**src/rtl/sap_core.sv**
```systemverilog
// sap_core: SAP-class processor core with internal program/data RAM,
// a variable-length microsequencer (F0/F1/E0/E1), and a registered output port.
// Optional feature macro: SAP_CORE_COND_JUMP_EN adds the C/Z flags and enables JC/JZ.
module sap_core #(
  parameter  int unsigned DATA_W = 8,
  localparam int unsigned ADDR_W = DATA_W - 4
) (
  input  logic              clk,
  input  logic              rst,
  input  logic              run,
  input  logic              prog_we,
  input  logic [ADDR_W-1:0] prog_addr,
  input  logic [DATA_W-1:0] prog_data,
  output logic [ADDR_W-1:0] pc_out,
  output logic [DATA_W-1:0] out_data,
  output logic              out_valid,
  output logic              halted
);

  localparam int unsigned DEPTH = 2 ** ADDR_W;
  localparam int unsigned SUM_W = DATA_W + 1;

  localparam logic [3:0] OP_LDA = 4'h1;
  localparam logic [3:0] OP_ADD = 4'h2;
  localparam logic [3:0] OP_SUB = 4'h3;
  localparam logic [3:0] OP_STA = 4'h4;
  localparam logic [3:0] OP_LDI = 4'h5;
  localparam logic [3:0] OP_JMP = 4'h6;
  localparam logic [3:0] OP_JC  = 4'h7;
  localparam logic [3:0] OP_JZ  = 4'h8;
  localparam logic [3:0] OP_OUT = 4'hE;
  localparam logic [3:0] OP_HLT = 4'hF;

  typedef enum logic [2:0] {
    S_IDLE,
    S_F0,
    S_F1,
    S_E0,
    S_E1,
    S_HALT
  } state_t;

  state_t            state;
  logic [ADDR_W-1:0] pc;
  logic [ADDR_W-1:0] mar;
  logic [DATA_W-1:0] ir;
  logic [DATA_W-1:0] acc;
  logic              c_flag;
  logic              z_flag;

  logic [DATA_W-1:0] mem [DEPTH];
  logic [DATA_W-1:0] mem_rd;
  logic              mem_we;
  logic [ADDR_W-1:0] mem_waddr;
  logic [DATA_W-1:0] mem_wdata;

  logic [3:0]        opcode;
  logic [ADDR_W-1:0] operand;
  logic              loadable;
  logic [SUM_W-1:0]  sum_add;
  logic [SUM_W-1:0]  sum_sub;

  assign opcode   = ir[DATA_W-1 -: 4];
  assign operand  = ir[ADDR_W-1:0];
  assign loadable = (state == S_IDLE) || (state == S_HALT);
  assign mem_rd   = mem[mar];
  assign pc_out   = pc;

  // Arithmetic at DATA_W+1 bits; subtraction is A + ~M + 1 so carry means no borrow
  assign sum_add = {1'b0, acc} + {1'b0, mem_rd};
  assign sum_sub = {1'b0, acc} + {1'b0, ~mem_rd} + SUM_W'(1);

  // RAM write port shared by STA (in E1) and the program loader (IDLE/HALT only)
  assign mem_we    = !rst && (((state == S_E1) && (opcode == OP_STA)) || (prog_we && loadable));
  assign mem_waddr = loadable ? prog_addr : mar;
  assign mem_wdata = loadable ? prog_data : acc;

  // RAM storage: not reset, written on the clock edge
  always_ff @(posedge clk) begin
    if (mem_we) begin
      mem[mem_waddr] <= mem_wdata;
    end
  end

`ifdef SAP_CORE_COND_JUMP_EN
  // Carry/zero flags, updated only when ADD or SUB completes
  always_ff @(posedge clk or posedge rst) begin
    if (rst) begin
      c_flag <= 1'b0;
      z_flag <= 1'b0;
    end else if (state == S_E1) begin
      if (opcode == OP_ADD) begin
        c_flag <= sum_add[DATA_W];
        z_flag <= (sum_add[DATA_W-1:0] == '0);
      end else if (opcode == OP_SUB) begin
        c_flag <= sum_sub[DATA_W];
        z_flag <= (sum_sub[DATA_W-1:0] == '0);
      end
    end
  end
`else
  // Without flags JC/JZ never take, and the carry bits have no consumer
  logic unused_carry;
  assign c_flag       = 1'b0;
  assign z_flag       = 1'b0;
  assign unused_carry = sum_add[DATA_W] ^ sum_sub[DATA_W];
`endif

  // Microsequencer and datapath registers
  always_ff @(posedge clk or posedge rst) begin
    if (rst) begin
      state     <= S_IDLE;
      pc        <= '0;
      mar       <= '0;
      ir        <= '0;
      acc       <= '0;
      out_data  <= '0;
      out_valid <= 1'b0;
      halted    <= 1'b0;
    end else begin
      out_valid <= 1'b0;
      case (state)
        S_IDLE, S_HALT: begin
          if (run) begin
            state  <= S_F0;
            pc     <= '0;
            halted <= 1'b0;
          end
        end
        S_F0: begin
          mar   <= pc;
          state <= S_F1;
        end
        S_F1: begin
          ir    <= mem_rd;
          pc    <= pc + ADDR_W'(1);
          state <= S_E0;
        end
        S_E0: begin
          state <= S_F0;
          case (opcode)
            OP_LDA, OP_ADD, OP_SUB, OP_STA: begin
              mar   <= operand;
              state <= S_E1;
            end
            OP_LDI: acc <= DATA_W'(operand);
            OP_JMP: pc  <= operand;
            OP_JC:  if (c_flag) pc <= operand;
            OP_JZ:  if (z_flag) pc <= operand;
            OP_OUT: begin
              out_data  <= acc;
              out_valid <= 1'b1;
            end
            OP_HLT: begin
              halted <= 1'b1;
              state  <= S_HALT;
            end
            default: ;
          endcase
        end
        S_E1: begin
          state <= S_F0;
          case (opcode)
            OP_LDA:  acc <= mem_rd;
            OP_ADD:  acc <= sum_add[DATA_W-1:0];
            OP_SUB:  acc <= sum_sub[DATA_W-1:0];
            default: ;
          endcase
        end
        default: state <= S_IDLE;
      endcase
    end
  end

endmodule
```
**config.mk**
```make
export PLATFORM = sky130hd
export DESIGN_NAME = sap_core
export DESIGN_NICKNAME = d
export VERILOG_FILES = /design/src/rtl/sap_core.sv
export SDC_FILE = /design/constraint.sdc
export NUM_CORES = 1
export LEC_CHECK = 0
export ABC_AREA = 1
export CAP_MARGIN = 25
export CORE_UTILIZATION = 57
export CTS_BUF_LIST = sky130_fd_sc_hd__clkbuf_4
export DETAILED_ROUTE_END_ITERATION = 8
export GPL_ROUTABILITY_DRIVEN = 0
export HOLD_SLACK_MARGIN = 0.03
export PLACE_DENSITY = 0.78
export SLEW_MARGIN = 10
export SYNTH_ARGS = -nofsm -noshare
export SYNTH_HDL_FRONTEND = slang
export SYNTH_SLANG_ARGS = --single-unit
```
**constraint.sdc**
```tcl
create_clock -name clk -period 2.75 [get_ports clk]
set_clock_uncertainty 0.1 [all_clocks]
set_input_delay 0.55 -clock clk [delete_from_list [all_inputs] [get_ports clk]]
set_output_delay 0.55 -clock clk [all_outputs]
set_load 0.1 [all_outputs]
```
==> flow_summary_export.csv <==
group,metric,value,unit
outcome,status,"finished with violations",
outcome,violations,"setup timing",
power,switching_share,45.9,%
timing,fin_crit_sh,110,%
timing,rsz0062_at_grt,"yes",
drt,postRouteAntennaNets,0,
timing,worst_pin_slew,0.697,ns
synthesis,async_reset_ff_share,22.4,%
clock_tree,clockBufferDepth,2,
power,combinationalPowerShare,57.8,%
grt,grt_antenna_before_repair,0,
power,total_power,11900,µW
layout,final_util,69.5,%
synthesis,ys.flop_type,"edfxtp_1",
die,ios,30,
critical_path,regToRegEndpoint,"acc[5]$_DFFE_PP0P_",
worst_hold_path,hp-class,"input port to async pin",
layout,antenna_cells,0,
critical_path,critPathMaxStageDelay,0.48,ns
critical_path,crit_path_end_kind,"flip-flop",
synthesis,yosys_warnings,0,
synthesis,synth_top_area_share,50.0,%
power,power_frac_clock,12.1,%
critical_path,path_cells,"clkinv_4 > bufbuf_16 > nor2_1 > o211ai_1 > nand3_1 > nand2_2 > buf_4 > buf_4 > buf_4 > ha_4 > inv_2 > nand3_2 > nand2_2 > nand2_2 > a22oi_2 > a21boi_1 > o21ai_1 > nand3_1 > nand2_1 > o21ai_1",
timing,hold_viol,0,
power,ir_drop,0.000512,V
die,dieArea,13900,µm²
clock_tree,numCtsBuffers,17,
critical_path,start_kind,"flip-flop",
timing,period_needed,3.04,ns
die,initial_core_util,58.2,%
die,rows,42,
critical_path,path_class,"flip-flop to flip-flop",
power,leakage,0.00369,µW
layout,drive_gt1_share,19.9,%
drt,wl_per_cell,18.8,µm
timing,fmax,329,MHz
clock_tree,cts_max_level,4,
die,coreArea,13200,µm²
grt,grt_pass1_wl,30.6,mm
synthesis,ys_types,34,
timing,setup_viol,6,
synthesis,avgSynthCellArea,10.1,µm²
place,dpl_cell_area,8560,µm²
clock_tree,clk_pin_slew,0.15,ns
drt,vias,6146,
grt,grt_max_degree,38,
clock_tree,tritoncts,"done",
place,post-place-cells,1002,
grt,gr-usage-all-layers,29.0,%
synthesis,yosys-top-cells-count,"nand2_1 (131), edfxtp_1 (128), nor2_1 (105)",
critical_path,cp_max_fo,6,
synthesis,synthTopCellsByArea,"edfxtp_1 (50%), dfrtp_1 (12%), o21ai_0 (6.7%)",
drt,drt-total-wl,19.6,mm
drt,drcViolationCount,0,
critical_path,r2r_cells,20,
synthesis,synth_area,7680,µm²
place,post-place-ws,-0.273,ns
power,pwr-share-seq,30.2,%
synthesis,synth_edf_count,128,
drt,drt_pre_antenna_iters,5,
synthesis,syn_inst,758,
layout,fin_area,9170,µm²
synthesis,synth_top_area_cell,"edfxtp_1",
power,internal_power,6430,µW
layout,fin_cells,1044,
synthesis,syn_nets,793,
timing,drv_slew,0,
power,p_per_area,1300,nW/µm²
synthesis,yosysSeqAreaShare,62.1,%
clock_tree,cts_sinks,165,
clock_tree,clk_latency,0.56,ns
grt,overflow,0,
critical_path,crit_start,"mar[0]$_DFFE_PP0P_",
layout,fin_nets,890,
flow_run,maxCapViolCount,0,
critical_path,worst-r2r-setup-slack,-0.29,ns
timing,fin_ws,-0.286,ns
synthesis,synth_most_common_cell,"nand2_1",
place,dpl.hpwl,12.8,mm
critical_path,reg2reg_from,"mar[0]$_DFFE_PP0P_",
timing,max_slew_margin,53.4,%
critical_path,critPathRequiredTime,3.11,ns
synthesis,ys_ff_latch,165,
layout,syn2layout_area_growth,19.4,%
power,switching_power,5460,µW
drt,vias_per_cell,5.89,
grt,grt_pass1_vias,6045,
critical_path,worstPathArrival,3.40,ns
drt,drt_iter0_markers,759,
clock_tree,root_buffer,"clkbuf_4",
place,port_buffers,29,
die,die_height,118,µm
die,die_width,118,µm
critical_path,slowest_stage,"dfrtp_2",
## cells in the final DEF (no fill, tap or decap), types with 3 or more instances in the layout
| cell type | count |
|---|---|
| inv_2 | 6 |
| nor3_1 | 4 |
| clkbuf_4 | 17 |
| inv_8 | 3 |
| nand2_2 | 8 |
| o221ai_1 | 9 |
| buf_6 | 3 |
| o21ai_0 | 88 |
| clkdlybuf4s50_1 | 15 |
| ha_4 | 5 |
| o22ai_1 | 5 |
| a21oi_2 | 5 |
| nand2_1 | 123 |
| inv_6 | 7 |
| buf_4 | 83 |
| o211ai_1 | 23 |
| a31oi_1 | 3 |
| a21oi_1 | 18 |
| dfrtp_1 | 35 |
| ha_1 | 11 |
| buf_12 | 4 |
| or2_2 | 4 |
| nand3_2 | 4 |
| o21ai_1 | 18 |
| inv_1 | 61 |
| nand3_1 | 39 |
| edfxtp_1 | 128 |
| nor2_1 | 102 |
## how the worst max path moves through the flow
stage,end
3_5_place_dp,acc[6]$_DFFE_PP0P_
2_1_floorplan,acc[6]$_DFFE_PP0P_
4_1_cts,acc[6]$_DFFE_PP0P_
6_report,acc[5]$_DFFE_PP0P_
5_1_grt,acc[7]$_DFFE_PP0P_
3_3_place_gp,acc[6]$_DFFE_PP0P_
## state kept, by name, indices dropped and copies added (netlist names)
register,cells
out_valid,1
mem,128
out_data,8
halted,1
acc,8
pc_out,4
mar,4
ir,8
state,3
## worst max-delay path, delay by kind of cell (launching register included)
| kind | cells | cell delay (ns) |
|---|---|---|
| simple gates | 8 | 0.74 |
| compound gates | 5 | 0.62 |
| flops | 1 | 0.48 |
| fa+ha+maj | 1 | 0.15 |
| buf+inv | 6 | 0.85 |
## cell type report
type                    count  area, µm²
clock buffers              17        128
clock inverters            15        163
fillers                   917       4020
inverters                  71        274
multi-input cells         491       2630
flip-flops and latches    165       4770
well taps                 176        220
repair buffers            109        982
## stage by stage
stage / hold slack [ns] / setup TNS, ns
6_report: 0.344 / -1.36
5_1_grt: 0.388 / -2.27
4_1_cts: 0.326 / -0.499
3_5_place_dp: 0.367 / -1.13
3_3_place_gp: 0.355 / -0.629
2_1_floorplan: 0.371 / 0
## power by group through the flow
stage	registers (µW)	clock network, µW	logic [µW]
2_1_floorplan	3830	0	3350
4_1_cts	3570	1460	6270
3_3_place_gp	3590	0	5640
3_5_place_dp	3610	0	5830
5_1_grt	3620	1560	7400
6_report	3590	1440	6870
## cell families after synthesis
family,after synthesis,synth area share [%]
and+or+nand+nor,294,15.8
xor gates and xnor gates,3,0.342
DFF,165,62.1
adders and majority gates,19,3.29
buffers and inverters,102,5.62
AOI/OAI and AO/OA,175,12.9
## repair_timing
action / CTS / global route
pin swaps: 8 / 33
gates cloned: 2 / 0
resized for setup: 25 / 40
setup endpoints to repair: 6 / 6
hold buffers: 0 / 0
buffers inserted: 3 / 6
## per-layer routing
metal	vias to the layer above	wire (µm)	global-route usage, %
met1	2962	7540	36.2
li1	2818	-	-
met5	-	0	0
met2	308	9860	48.4
met4	0	683	13.5
met3	58	1520	6.10
(Power assumes the default switching activity.)
